==> src/rtl/regfile_pkg.sv <==
// Shared defaults and types for the multiport register file.
// Optional feature macro: REGFILE_BYPASS_EN (write-to-read forwarding).
package regfile_pkg;

    localparam int DEF_DATA_W   = 64;
    localparam int DEF_NUM_REGS = 32;
    localparam int REG_AW       = $clog2(DEF_NUM_REGS);

    // LEGv8 XZR lives at the top index in the default configuration.
    localparam int XZR_IDX = DEF_NUM_REGS - 1;

    typedef logic [REG_AW-1:0]     reg_idx_t;
    typedef logic [DEF_DATA_W-1:0] reg_word_t;

endpackage

==> src/rtl/regfile_read_port.sv <==
// One combinational read port: register-select mux, zero-index masking and
// an optional same-cycle bypass from the write port.
// Bypass is compiled in by the parent when REGFILE_BYPASS_EN is defined.
module regfile_read_port
    import regfile_pkg::*;
#(
    parameter int DATA_W    = DEF_DATA_W,
    parameter int NUM_REGS  = DEF_NUM_REGS,
    parameter int ZERO_IDX  = NUM_REGS - 1,
    parameter bit BYPASS_EN = 1'b0
) (
    input  logic [NUM_REGS-1:0][DATA_W-1:0] regs_i,
    input  logic [NUM_REGS-1:0]             busy_i,
    input  logic [$clog2(NUM_REGS)-1:0]     rd_addr_i,
    input  logic                            wr_en_i,
    input  logic [$clog2(NUM_REGS)-1:0]     wr_addr_i,
    input  logic [DATA_W-1:0]               wr_data_i,
    input  logic                            rsv_en_i,
    input  logic [$clog2(NUM_REGS)-1:0]     rsv_addr_i,
    output logic [DATA_W-1:0]               rd_data_o,
    output logic                            rd_busy_o
);

    localparam int AW = $clog2(NUM_REGS);
    localparam logic [AW-1:0] ZERO_A = AW'(ZERO_IDX);

    logic byp_hit;

    // Select stored or forwarded data; a forwarded write also retires the
    // hazard unless the same register is being re-reserved this cycle.
    always_comb begin
        byp_hit = BYPASS_EN && wr_en_i && (wr_addr_i == rd_addr_i) && (rd_addr_i != ZERO_A);

        if (rd_addr_i == ZERO_A) begin
            rd_data_o = '0;
        end else if (byp_hit) begin
            rd_data_o = wr_data_i;
        end else begin
            rd_data_o = regs_i[rd_addr_i];
        end

        if (byp_hit) begin
            rd_busy_o = rsv_en_i && (rsv_addr_i == rd_addr_i);
        end else begin
            rd_busy_o = busy_i[rd_addr_i];
        end
    end

endmodule

==> src/rtl/regfile_multiport.sv <==
// Multiport register file: flop storage, one write port, NUM_RD read ports
// and a per-register busy scoreboard for decode-stage hazard detection.
// Register ZERO_IDX always reads zero and is never marked busy.
// Optional feature macro: REGFILE_BYPASS_EN (write-to-read forwarding).
module regfile_multiport
    import regfile_pkg::*;
#(
    parameter int DATA_W   = DEF_DATA_W,
    parameter int NUM_REGS = DEF_NUM_REGS,
    parameter int NUM_RD   = 2,
    parameter int ZERO_IDX = NUM_REGS - 1
) (
    input  logic                                 clk,
    input  logic                                 reset,
    input  logic                                 wr_en,
    input  logic [$clog2(NUM_REGS)-1:0]          wr_addr,
    input  logic [DATA_W-1:0]                    wr_data,
    input  logic                                 rsv_en,
    input  logic [$clog2(NUM_REGS)-1:0]          rsv_addr,
    input  logic [NUM_RD*$clog2(NUM_REGS)-1:0]   rd_addr,
    output logic [NUM_RD*DATA_W-1:0]             rd_data,
    output logic [NUM_RD-1:0]                    rd_busy,
    output logic [NUM_REGS-1:0]                  busy_vec
);

    localparam int AW = $clog2(NUM_REGS);
    localparam logic [AW-1:0] ZERO_A = AW'(ZERO_IDX);

`ifdef REGFILE_BYPASS_EN
    localparam bit BYPASS_EN = 1'b1;
`else
    localparam bit BYPASS_EN = 1'b0;
`endif

    logic [NUM_REGS-1:0][DATA_W-1:0] regs_q, regs_d;
    logic [NUM_REGS-1:0]             busy_q, busy_d;
    logic                            byp_wr_en;
    logic                            byp_rsv_en;

    // Next-state storage: the zero register is never written.
    always_comb begin
        regs_d = regs_q;
        if (wr_en && (wr_addr != ZERO_A)) begin
            regs_d[wr_addr] = wr_data;
        end
    end

    // Next-state scoreboard: a new reservation supersedes a write-back to the
    // same register, since the new producer has not yet delivered.
    always_comb begin
        busy_d = busy_q;
        for (int i = 0; i < NUM_REGS; i++) begin
            if (rsv_en && (rsv_addr == AW'(i)) && (i != ZERO_IDX)) begin
                busy_d[i] = 1'b1;
            end else if (wr_en && (wr_addr == AW'(i))) begin
                busy_d[i] = 1'b0;
            end
        end
    end

    // Storage and scoreboard flops; reset clears everything immediately.
    always_ff @(posedge clk or posedge reset) begin
        if (reset) begin
            regs_q <= '0;
            busy_q <= '0;
        end else begin
            regs_q <= regs_d;
            busy_q <= busy_d;
        end
    end

    // Forwarding is suppressed while in reset so every output reads zero.
    always_comb begin
        byp_wr_en  = wr_en  && !reset;
        byp_rsv_en = rsv_en && !reset;
    end

    assign busy_vec = busy_q;

    for (genvar gi = 0; gi < NUM_RD; gi++) begin : g_rd
        regfile_read_port #(
            .DATA_W    (DATA_W),
            .NUM_REGS  (NUM_REGS),
            .ZERO_IDX  (ZERO_IDX),
            .BYPASS_EN (BYPASS_EN)
        ) u_port (
            .regs_i     (regs_q),
            .busy_i     (busy_q),
            .rd_addr_i  (rd_addr[gi*AW +: AW]),
            .wr_en_i    (byp_wr_en),
            .wr_addr_i  (wr_addr),
            .wr_data_i  (wr_data),
            .rsv_en_i   (byp_rsv_en),
            .rsv_addr_i (rsv_addr),
            .rd_data_o  (rd_data[gi*DATA_W +: DATA_W]),
            .rd_busy_o  (rd_busy[gi])
        );
    end

endmodule

==> config.mk <==
export PLATFORM = sky130hd
export DESIGN_NAME = regfile_multiport
export DESIGN_NICKNAME = d
export VERILOG_FILES = /design/src/rtl/regfile_pkg.sv /design/src/rtl/regfile_read_port.sv /design/src/rtl/regfile_multiport.sv
export SDC_FILE = /design/constraint.sdc
export NUM_CORES = 2
export LEC_CHECK = 0
export ABC_CLOCK_PERIOD_IN_PS = 140900
export CAP_MARGIN = 20
export CORE_UTILIZATION = 60
export CTS_BUF_LIST = sky130_fd_sc_hd__clkbuf_4
export CTS_CLUSTER_SIZE = 25
export DETAILED_ROUTE_END_ITERATION = 12
export GPL_TIMING_DRIVEN = 0
export PLACE_DENSITY = 0.77
export SLEW_MARGIN = 20
export SYNTH_ARGS = -nofsm -noshare
export SYNTH_HDL_FRONTEND = slang
export SYNTH_SLANG_ARGS = --single-unit
==> constraint.sdc <==
create_clock -name clk -period 140.9 [get_ports clk]
set_input_delay 35.225 -clock clk [delete_from_list [all_inputs] [get_ports clk]]
set_output_delay 35.225 -clock clk [all_outputs]
set_load 0.05 [all_outputs]
==> impl_summary.md <==
Status
The flow ran to the end, and the final reports show no timing, DRC or antenna violations.

Clocking
The depth of the CTS H-tree is 6. The root cell of the clock tree is sky130_fd_sc_hd__clkbuf_4. After clock tree synthesis, the flow added hold-fix buffers numbering 0. The clock passes through at most 4 buffers. Gates resized during post-CTS repair numbered 0.

Post-CTS timing repair inserted 0 buffers for setup. The clock edge transition at the registers on the reported setup and hold paths is 0.05 ns. The number of clock buffers added by TritonCTS is 557. The TritonCTS clock tree is yes. The clock drives 2016 sinks.

The clock reaches the later pin of the worst-skew pair after 1.39 ns.

Setup path
The worst reg2reg path endpoint is regs_q[1364]. The start-to-end type of the worst setup path is input port to output pin. Data on the critical path arrives at its endpoint at 40.56 ns. Counting cells, the worst reg-to-reg path comes to 1. The worst-path maximum fanout is 10. The startpoint of the most critical register-to-register path is regs_q[1364]. The kind of end point of the critical path is an output pin. The reg2reg setup slack is 140.03 ns. The launching element of the worst setup path is rd_addr[5]. The endpoint required time on the critical path is 105.68 ns. The critical path launch point type is an input port. Following the worst setup path forward leads to its endpoint at rd_data[123].

Yosys
The share of synthesized area in the top cell type comes to 46.8%. The synthesis-stage register bit count is 2016. The netlist uses 40 different library cells. Sorting the synthesized cells by how often they occur yields 2137 x sky130_fd_sc_hd__mux2_2, 2016 x sky130_fd_sc_hd__dfrtp_1, 912 x sky130_fd_sc_hd__mux4_2. The number of synthesized flops with an enable pin is 0. Of the total synthesized cell area, the portion taken by AND, OR, NAND and NOR gates is 0.442%. The adder-cell area share of the yosys netlist is 0%. After synthesis, the largest family of logic cells by area is multiplexers.

The Yosys step of the flow raised 0 warnings. In the synthesized netlist the dominant register cell turns out to be sky130_fd_sc_hd__dfrtp_1. Sorting the synthesized cells by area gives the leading types as sky130_fd_sc_hd__dfrtp_1 47%, sky130_fd_sc_hd__mux2_2 22%, sky130_fd_sc_hd__mux4_2 19%, sky130_fd_sc_hd__mux2i_1 2.4%, sky130_fd_sc_hd__a221oi_1 1.5%.

In this run the mean area of a mapped cell was 15.7 um2. The synthesized-area fraction occupied by ao, oa, aoi and oai cells is 3.55%. Counting every net in the synthesized netlist gives 6951. In the synthesized netlist, mux cells make up 45.9% of the area. The summed instance area of the synthesized netlist is 0.108 mm2. sky130_fd_sc_hd__mux2_2 is the most common cell in the netlist. Counting flops with an async set or reset pin after synthesis yields a share of 100%.

The cell taking the most area after synthesis is sky130_fd_sc_hd__dfrtp_1. Sequential elements use 46.8% of the synthesized area. Of the total synthesized cell area, the portion taken by XOR and XNOR cells is 0%. The synthesized instance count is 6863.

Routing
The total via count in the routed design is 75400. The detailed router used layers up to and including met5. Wires add up to 374 mm. The total length of routed met2 wires is 166 mm. In the final routed layout, each cell accounts on average for 35.7 um. After detailed routing, the number of remaining DRC violations is 0. The number of optimization iterations in the first detailed-route pass is 6. The routed length on met3 is 45.5 mm. The met1 wire length is 138 mm. The number of DRC markers in iteration 0 is 8932.

The post-route antenna net violation count is 0. The detailed-route vias per instance is 7.19.

Timing
The ratio of final minimum period to clock period is 53.8%. The slew at the pin closest to its max-slew limit is 1.32 ns. The minimum period implied by the final worst setup slack is 75.78 ns. Setup repair after global routing left no endpoint under its margin.

The final worst clock skew is 0 ns. Setup total negative slack on the finished layout was measured at 0 ns. The number of pins with negative max-slew slack in the final report is 0. The remaining max-slew budget at the tightest pin is 12.2%. The total count of hold-check failures in the final report is 0.

The final number of setup-violating endpoints is 0. Static timing analysis puts the maximum clock frequency at 0.0132 GHz.

Die
The horizontal extent of the die is 426 um. The number of top-level pins is 250. The die area is 0.182 mm2. The die is 426 um tall. The core footprint is 0.179 mm2. The initial core utilization is 60.4%.

Row generation in the floorplan step produced 155 rows.

Run
Max-cap violations in this run came to 0.

GRT
The wire length of the first global-routing pass is 537 mm. The maximum number of pins on one net before global-route repair is 109. The total congestion overflow is 0.

The initial antenna violation count is 43. The global routing usage summed across all routing layers is 41.6%. The number of global-route vias before repair was 76800.

Power and ir drop
In this run switching power makes up 30.8% of total power. The sequential power share is 44.5%. In this run the static leakage power is 53.5 nW. The post-route total power is 1.75 mW. The switching power of the nets is 0.538 mW. The share of power burned in combinational logic is 24.6%. IR analysis of the VDD net gives a maximum drop of 9.59 uV. The total power per unit cell area is 14.4 mW/mm2. The relative contribution of the clock network to total power is 30.8%. The internal power consumption is 1.21 mW.

Hold path
The path type of the worst min-delay path is flip-flop to flip-flop.

Place
Port buffering added 241 buffers. At the end of routability-driven placement, the weighted congestion stood at 0.970. The post-detailed-placement half-perimeter wirelength is 264 mm.

Finish
The fraction of final layout cells sized beyond drive strength 1 is 55.5%. The net count of the finished layout is 7791. For this run, the share of the core covered by cells in the final layout is 67.9%. The area added between synthesis and finish is 12.5%.
## metrics by stage
stage / cell area, um2 / hold WS (ns) / worst slack (ns) / cells
floorplan: 108000 / 0.424 / 48.73 / 6863
global placement: 113000 / 0.446 / 27.20 / 9459
detailed placement: 114000 / 0.478 / 65.26 / 9497
CTS: 121000 / 0.493 / 65.25 / 10400
global route: 121000 / 0.502 / 65.49 / 10400
finish: 121000 / 0.504 / 65.12 / 10500
## final cells by class
| class | instances | area, um2 |
|---|---|---|
| repair buffers | 281 | 3420 |
| clock inverters | 94 | 611 |
| well taps | 2355 | 2950 |
| inverters | 4 | 22.5 |
| fillers | 12400 | 57300 |
| diodes | 68 | 170 |
| plain buffers | 779 | 3650 |
| multi-input cells | 4064 | 53900 |
| flip-flops and latches | 2016 | 50400 |
| clock buffers | 824 | 6190 |
## cells by family (layout without fill, tap and decap cells)
group,count (synthesis),count (layout)
buffers and inverters,783,1982
flip-flops,2016,2016
AND/OR/NAND/NOR,90,90
multiplexers,3480,3480
other,1,69
AO/OA/AOI/OAI,493,493
## layout by cell type, fill, tap and decap left out, drive strengths merged, types with 3 or more instances in the layout
master	count
mux2	2307
dfrtp	2016
clkbuf	1166
mux4	912
buf	477
mux2i	261
clkdlybuf4s50	241
a221oi	189
o22ai	129
clkinv	74
diode	68
o2bb2ai	67
o21bai	62
nand2	26
o21ai	25
nor2	18
inv	14
a22o	12
nand2b	10
bufinv	9
nor2b	8
nor3	5
or2	5
nand4b	4
a32o	4
and2	3
or3	3
nand4	3
nor3b	3
## state kept, by name (all words and copies together) (netlist names)
register / count
busy_vec: 31
regs_q: 1985
## worst max-delay path, cell delays in order
cell                              delay [ns]
sky130_fd_sc_hd__buf_2                  0.42
sky130_fd_sc_hd__buf_4                  0.44
sky130_fd_sc_hd__nor2b_1                0.18
sky130_fd_sc_hd__buf_2                  0.80
sky130_fd_sc_hd__clkbuf_1               0.94
sky130_fd_sc_hd__o2bb2ai_1              0.24
sky130_fd_sc_hd__mux2i_1                0.14
sky130_fd_sc_hd__a221oi_1               1.12
sky130_fd_sc_hd__clkdlybuf4s50_1        1.00
## power groups by stage
stage | Combinational (mW) | Clock (mW) | Sequential (mW)
6_report | 0.430 | 0.539 | 0.779
5_1_grt | 0.448 | 0.572 | 0.791
4_1_cts | 0.425 | 0.540 | 0.773
3_5_place_dp | 0.423 | 0 | 0.783
3_3_place_gp | 0.409 | 0 | 0.778
2_1_floorplan | 0.313 | 0 | 0.768
## worst min-delay path by stage
| stage | start | end | slack [ns] | cells past startpoint |
|---|---|---|---|---|
| after detailed placement | regs_q[2046] | regs_q[2046] | 0.48 | 1 |
| after floorplan | regs_q[2046] | regs_q[2046] | 0.42 | 1 |
| after global routing | regs_q[2046] | regs_q[2046] | 0.50 | 1 |
| after global placement | regs_q[2046] | regs_q[2046] | 0.45 | 1 |
| after CTS | regs_q[2046] | regs_q[2046] | 0.49 | 1 |
| final | regs_q[1429] | regs_q[1429] | 0.50 | 1 |
## layer usage
layer / vias up / GRT usage (%)
met5: - / 0
met4: 26 / 25.4
met3: 1320 / 14.9
met2: 5413 / 59.6
met1: 39700 / 54.5
li1: 29000 / -
Power figures use the tool's default switching activity.
